File: config.mk
export PLATFORM = sky130hd
export DESIGN_NAME = tap_tms_driver
export DESIGN_NICKNAME = d
export VERILOG_FILES = /design/src/rtl/tap_tms_driver.sv
export SDC_FILE = /design/constraint.sdc
export NUM_CORES = 1
export LEC_CHECK = 0
export BUFFER_PORTS_ARGS = -buffer_cell sky130_fd_sc_hd__buf_2
export CAP_MARGIN = 40
export CORE_MARGIN = 4
export CORE_UTILIZATION = 30
export CTS_CLUSTER_SIZE = 25
export DETAILED_ROUTE_END_ITERATION = 10
export GPL_TIMING_DRIVEN = 0
export PLACE_DENSITY = 0.55
export SLEW_MARGIN = 20
export SYNTH_ARGS = -nofsm -noshare
export SYNTH_HDL_FRONTEND = slang
export SYNTH_SLANG_ARGS = --single-unit
File: constraint.sdc
create_clock -name GCLK_Pad -period 3.2 [get_ports GCLK_Pad]
set_input_delay 0.64 -clock GCLK_Pad [delete_from_list [all_inputs] [get_ports GCLK_Pad]]
set_output_delay 0.64 -clock GCLK_Pad [all_outputs]
set_load 0.01 [all_outputs]
File: src/rtl/tap_tms_driver.sv
// JTAG TAP initiator: drives TMS to walk a target TAP controller to a
// requested stable state, tracks a shadow copy of the TAP state and flags
// any disagreement with the target's observed state.
module tap_tms_driver #(
    parameter int SYNC_LEN  = 5,
    parameter int MAX_STEPS = 8
) (
    input  logic       GCLK_Pad,
    input  logic       TRST_Pad,
    input  logic       req_valid,
    output logic       req_ready,
    input  logic [3:0] req_state,
    input  logic       req_sync,
    output logic       TMS_Pad,
    output logic [3:0] model_state,
    input  logic [3:0] obs_state,
    output logic       done,
    output logic       err_target,
    output logic       mismatch,
    output logic [3:0] step_count
);

    localparam int CNT_W = (SYNC_LEN < 1) ? 1 : $clog2(SYNC_LEN + 1);
    localparam logic [3:0] GUARD = 4'(MAX_STEPS - 1);

    localparam logic [3:0] TLR   = 4'h0, RTI   = 4'h1, SELDR = 4'h2, CAPDR = 4'h3;
    localparam logic [3:0] SHDR  = 4'h4, EX1DR = 4'h5, PAUDR = 4'h6, EX2DR = 4'h7;
    localparam logic [3:0] UPDDR = 4'h8, SELIR = 4'h9, CAPIR = 4'hA, SHIR  = 4'hB;
    localparam logic [3:0] EX1IR = 4'hC, PAUIR = 4'hD, EX2IR = 4'hE, UPDIR = 4'hF;

    typedef enum logic [1:0] {IDLE, SYNC, WALK} fsm_t;

    fsm_t             fsm_q, fsm_d;
    logic [CNT_W-1:0] cnt_q, cnt_d;
    logic [3:0]       target_q, target_d;
    logic [3:0]       nxt;
    logic [3:0]       sc_d;
    logic             tms_d, done_d, err_d;

    // IEEE 1149.1 TAP controller transition graph
    function automatic logic [3:0] tap_next(input logic [3:0] s, input logic tms);
        logic [3:0] r;
        case (s)
            TLR:   r = tms ? TLR   : RTI;
            RTI:   r = tms ? SELDR : RTI;
            SELDR: r = tms ? SELIR : CAPDR;
            CAPDR: r = tms ? EX1DR : SHDR;
            SHDR:  r = tms ? EX1DR : SHDR;
            EX1DR: r = tms ? UPDDR : PAUDR;
            PAUDR: r = tms ? EX2DR : PAUDR;
            EX2DR: r = tms ? UPDDR : SHDR;
            UPDDR: r = tms ? SELDR : RTI;
            SELIR: r = tms ? TLR   : CAPIR;
            CAPIR: r = tms ? EX1IR : SHIR;
            SHIR:  r = tms ? EX1IR : SHIR;
            EX1IR: r = tms ? UPDIR : PAUIR;
            PAUIR: r = tms ? EX2IR : PAUIR;
            EX2IR: r = tms ? UPDIR : SHIR;
            default: r = tms ? SELDR : RTI;   // UPDIR
        endcase
        return r;
    endfunction

    // TMS value that moves one hop along the shortest path from s towards t
    function automatic logic hop_tms(input logic [3:0] s, input logic [3:0] t);
        logic r;
        case (s)
            TLR:                 r = (t == TLR);
            RTI:                 r = (t != RTI);
            SELDR, EX1DR, EX2DR: r = !((t == SHDR) || (t == PAUDR));
            CAPDR, SHDR:         r = (t != SHDR);
            PAUDR:               r = (t != PAUDR);
            UPDDR:               r = (t != RTI);
            SELIR, EX1IR, EX2IR: r = !((t == SHIR) || (t == PAUIR));
            CAPIR, SHIR:         r = (t != SHIR);
            PAUIR:               r = (t != PAUIR);
            default:             r = (t != RTI);   // UPDIR
        endcase
        return r;
    endfunction

    function automatic logic is_stable(input logic [3:0] s);
        return (s == TLR) || (s == RTI) || (s == SHDR) ||
               (s == PAUDR) || (s == SHIR) || (s == PAUIR);
    endfunction

    function automatic logic [3:0] sat_inc(input logic [3:0] v);
        return (v == 4'hF) ? v : v + 4'h1;
    endfunction

    assign nxt = tap_next(model_state, TMS_Pad);

    // FSM state register
    always_ff @(posedge GCLK_Pad or posedge TRST_Pad) begin
        if (TRST_Pad) fsm_q <= IDLE;
        else          fsm_q <= fsm_d;
    end

    // FSM next-state decode
    always_comb begin
        fsm_d = fsm_q;
        case (fsm_q)
            IDLE: begin
                if (req_valid) begin
                    if (req_sync)                fsm_d = SYNC;
                    else if (is_stable(req_state)) fsm_d = WALK;
                end
            end
            SYNC: begin
                if (cnt_q <= CNT_W'(1)) fsm_d = WALK;
            end
            WALK: begin
                if ((nxt == target_q) || (step_count >= GUARD)) fsm_d = IDLE;
            end
            default: fsm_d = IDLE;
        endcase
    end

    // FSM outputs and next values of the registered datapath
    always_comb begin
        req_ready = 1'b0;
        tms_d     = TMS_Pad;
        done_d    = 1'b0;
        err_d     = 1'b0;
        sc_d      = step_count;
        cnt_d     = cnt_q;
        target_d  = target_q;
        case (fsm_q)
            IDLE: begin
                req_ready = 1'b1;
                tms_d     = (nxt == TLR);   // park: hold the stable state reached
                if (req_valid) begin
                    if (req_sync) begin
                        cnt_d = CNT_W'(SYNC_LEN);
                        sc_d  = 4'h0;
                    end else if (is_stable(req_state)) begin
                        target_d = req_state;
                        sc_d     = 4'h0;
                    end else begin
                        err_d = 1'b1;
                    end
                end
            end
            SYNC: begin
                tms_d = 1'b1;
                cnt_d = cnt_q - CNT_W'(1);
                if (cnt_q <= CNT_W'(1)) target_d = TLR;
            end
            WALK: begin
                tms_d = hop_tms(nxt, target_q);
                sc_d  = sat_inc(step_count);
                if (nxt == target_q)          done_d = 1'b1;
                else if (step_count >= GUARD) err_d  = 1'b1;
            end
            default: ;
        endcase
    end

    // TMS, shadow model, status pulses and sticky mismatch
    always_ff @(posedge GCLK_Pad or posedge TRST_Pad) begin
        if (TRST_Pad) begin
            TMS_Pad     <= 1'b1;
            model_state <= TLR;
            done        <= 1'b0;
            err_target  <= 1'b0;
            mismatch    <= 1'b0;
            step_count  <= 4'h0;
            cnt_q       <= '0;
        end else begin
            TMS_Pad     <= tms_d;
            model_state <= nxt;
            done        <= done_d;
            err_target  <= err_d;
            mismatch    <= mismatch | (obs_state != model_state);
            step_count  <= sc_d;
            cnt_q       <= cnt_d;
        end
    end

    // Walk target; only meaningful while walking, so it carries no reset
    always_ff @(posedge GCLK_Pad) begin
        target_q <= target_d;
    end

endmodule

==> out/results.txt <==
Mapped Cells: 187
CP startpoint kind: register
f_max: 0.376 GHz
Tot Pwr: 1720 uW
Worst Path Buf+Inv: 2
Global Route Usage Sum: 0.112
DRC viols: 0
worst r2r src: TMS_Pad$_DFFE_PP1P_
DR iter-0 viols: 68
RSZ-0062 raised after global routing: no
clk buf depth: 2
first-pass GRT wire length: 5800 um
Distinct cells, synth: 47
post-cts hold buffer count: 0
Leakage: 0.000802 uW
number of enable flip-flop cells after synthesis: 4
area grow syn2layout: 16.1%
Final HPWL DP: 2640 um
crit path kind: reg -> reg
port bufs: 24
Synth Warn #: 0
critical path launch point: TMS_Pad$_DFFE_PP1P_
DR pass1 iterations: 4
Reg clk slew, reported paths: 90 ps
maxcap violations: 0
Post-synth ARST share: 0.810
largest net degree at the start of global routing: 18
Synth area leader: dfrtp_1
WP data arrival: 2820 ps
Antenna Cells: 0
Die ar.: 6530 um^2
required time worst endpoint: 3360 ps
Routed Antenna Nets: 0
relative slew slack: 0.550
GRT overflow: 0
die width: 80.8 um
Power Density: 934 nW/um^2
Post-Syn Nets: 206
Main synth FF type: dfrtp_1
R2R setup slack: 540 ps
Ports: 25
status: completed
Final GP Congestion: 0.796
VDD IR-drop max: 0.000319 V
clock latency on the worst-skew pair: 270 ps
worst-case clock skew: 4.62 ps
Tmin final: 2660 ps
CTS tree: done
share of layout cells above drive strength 1: 0.205
Post-Syn Area: 1590 um^2
Slowest cell on crit path: dfstp_2
H-tree lvl count: 1
initial antenna violation count: 0
reg2reg end: fsm_q[1]$_DFFE_PP0P_
cell row count: 26
initial core utilization: 0.311
fin. max-slew vios: 0
final setup vio count: 0
total setup buffers inserted after CTS: 0
syn avg cell area: 8.50 um^2
Seq cells post-synth: 21
via count of the routed design: 1395
setup TNS: 0 ps
WP depth: 7
CP top delay family: buffers and inverters
Worst setup EP type: register
# clock sinks: 21
post_cts resized: 0
ranking of synthesized cells by area: dfrtp_1 (25%), edfxtp_1 (7.6%), xor2_1 (6.1%)
actual slew at the worst max-slew pin: 675 ps
final hold vios: 0
Setup crit end: fsm_q[1]$_DFFE_PP0P_
worst-path cell chain: buf_2 > buf_1 > o221ai_1 > xor2_1 > or4_4 > a31o_4 > mux2_4
most frequent cells after synthesis: nand2_1 (18), dfrtp_1 (16), a21oi_1 (13), o21ai_0 (13)
fin cells: 285
Fin Hold WS: 456 ps
sequential area share after synthesis: 0.344
Worst Path Max Fanout: 10
WL final: 3460 um
chip height: 80.8 um
Final Util: 0.361
Placed Cells: 281
CTS buffer count: 3
Max stage delay on crit path: 530 ps
R2R cell count: 7
nets: 235
Tcrit/Tclk final: 0.831
worst hold path class: in -> async
drt wl/cell: 12.1 um
Core Region: 5110 um^2
Root Driver: clkbuf_8
Vias/cell: 4.89
vias in the first global route: 1335
top-count cell post-synth: nand2_1
top cell type's share of synthesized area: 0.252
worst min path at each step:
stage / startpoint / to / slack (ps)
4_1_cts: TRST_Pad / step_count[2]$_DFFE_PP0P_ / 480
6_report: TRST_Pad / done$_DFF_PP0_ / 460
3_3_place_gp: mismatch$_DFF_PP0_ / mismatch$_DFF_PP0_ / 480
2_1_floorplan: cnt_q[1]$_DFFE_PP0P_ / cnt_q[1]$_DFFE_PP0P_ / 450
3_5_place_dp: cnt_q[1]$_DFFE_PP0P_ / cnt_q[1]$_DFFE_PP0P_ / 470
5_1_grt: TRST_Pad / done$_DFF_PP0_ / 510
per-layer routing:
layer	share of wire	global-route usage	vias up
li1	-	-	709
met2	0.48	0.200	32
met1	0.46	0.130	646
met5	0	0	-
met4	0.017	0.0422	0
met3	0.044	0.0266	8
metrics by stage:
step	worst slack [ps]	instance area, um^2
floorplan	788	1590
global placement	540	1800
detailed placement	542	1800
CTS	535	1850
global route	439	1850
finish	541	1850
state kept, by name (all words and copies together) (netlist names):
register	flops
model_state	4
step_count	4
target_q	4
cnt_q	3
fsm_q	2
TMS_Pad	1
done	1
err_target	1
mismatch	1
placed cells by master, fill, tap and decap left out, types with 2 or more instances in the layout:
master / count
a211oi_1: 2
a21oi_1: 13
and3_1: 2
buf_2: 28
buf_4: 2
clkbuf_1: 5
clkbuf_8: 3
dfrtp_1: 16
edfxtp_1: 4
ha_1: 7
inv_1: 11
mux2i_1: 3
nand2_1: 18
nand2b_1: 2
nand3_1: 8
nand4_1: 2
nor2_1: 10
nor2b_1: 9
nor3_1: 4
nor3b_1: 3
nor4_1: 2
o21a_1: 2
o21ai_0: 13
o21ai_1: 2
o221ai_1: 2
o22ai_1: 2
o2bb2ai_1: 2
or3b_2: 2
or4_1: 2
xnor2_1: 5
xor2_1: 11
cell type report:
cell class / count / area (um^2)
flip-flops and latches: 21 / 547
multi-input cells: 142 / 932
clock buffers: 3 / 41.3
clock inverters: 1 / 7.51
plain buffers: 13 / 68.8
inverters: 11 / 41.3
well taps: 70 / 87.6
repair buffers: 24 / 120
fillers: 547 / 3260
cell families after synthesis:
| group | count (synthesis) | share of synthesized area |
|---|---|---|
| compound gates | 45 | 0.179 |
| xor+xnor | 16 | 0.0882 |
| fa+ha+maj | 7 | 0.0551 |
| buf+inv | 24 | 0.0693 |
| flops | 21 | 0.344 |
| mux | 4 | 0.0283 |
| simple gates | 70 | 0.236 |
where the power goes:
| group | total, uW | internal (uW) | switching [uW] | leakage [uW] |
|---|---|---|---|---|
| combinational | 1090 | 458 | 636 | 0.000534 |
| sequential | 443 | 370 | 73.0 | 0.000246 |
| clock | 186 | 88.2 | 98.2 | 0.0000217 |
| total | 1720 | 917 | 807 | 0.000802 |
worst reg2reg max path, stage by stage, from the launching register on:
cell and delay, ps:
dfstp_2 530, buf_2 200, buf_1 370, o221ai_1 250, xor2_1 190, or4_4 470
a31o_4 260, mux2_4 290
No activity file was read; power rests on OpenSTA's default activity.
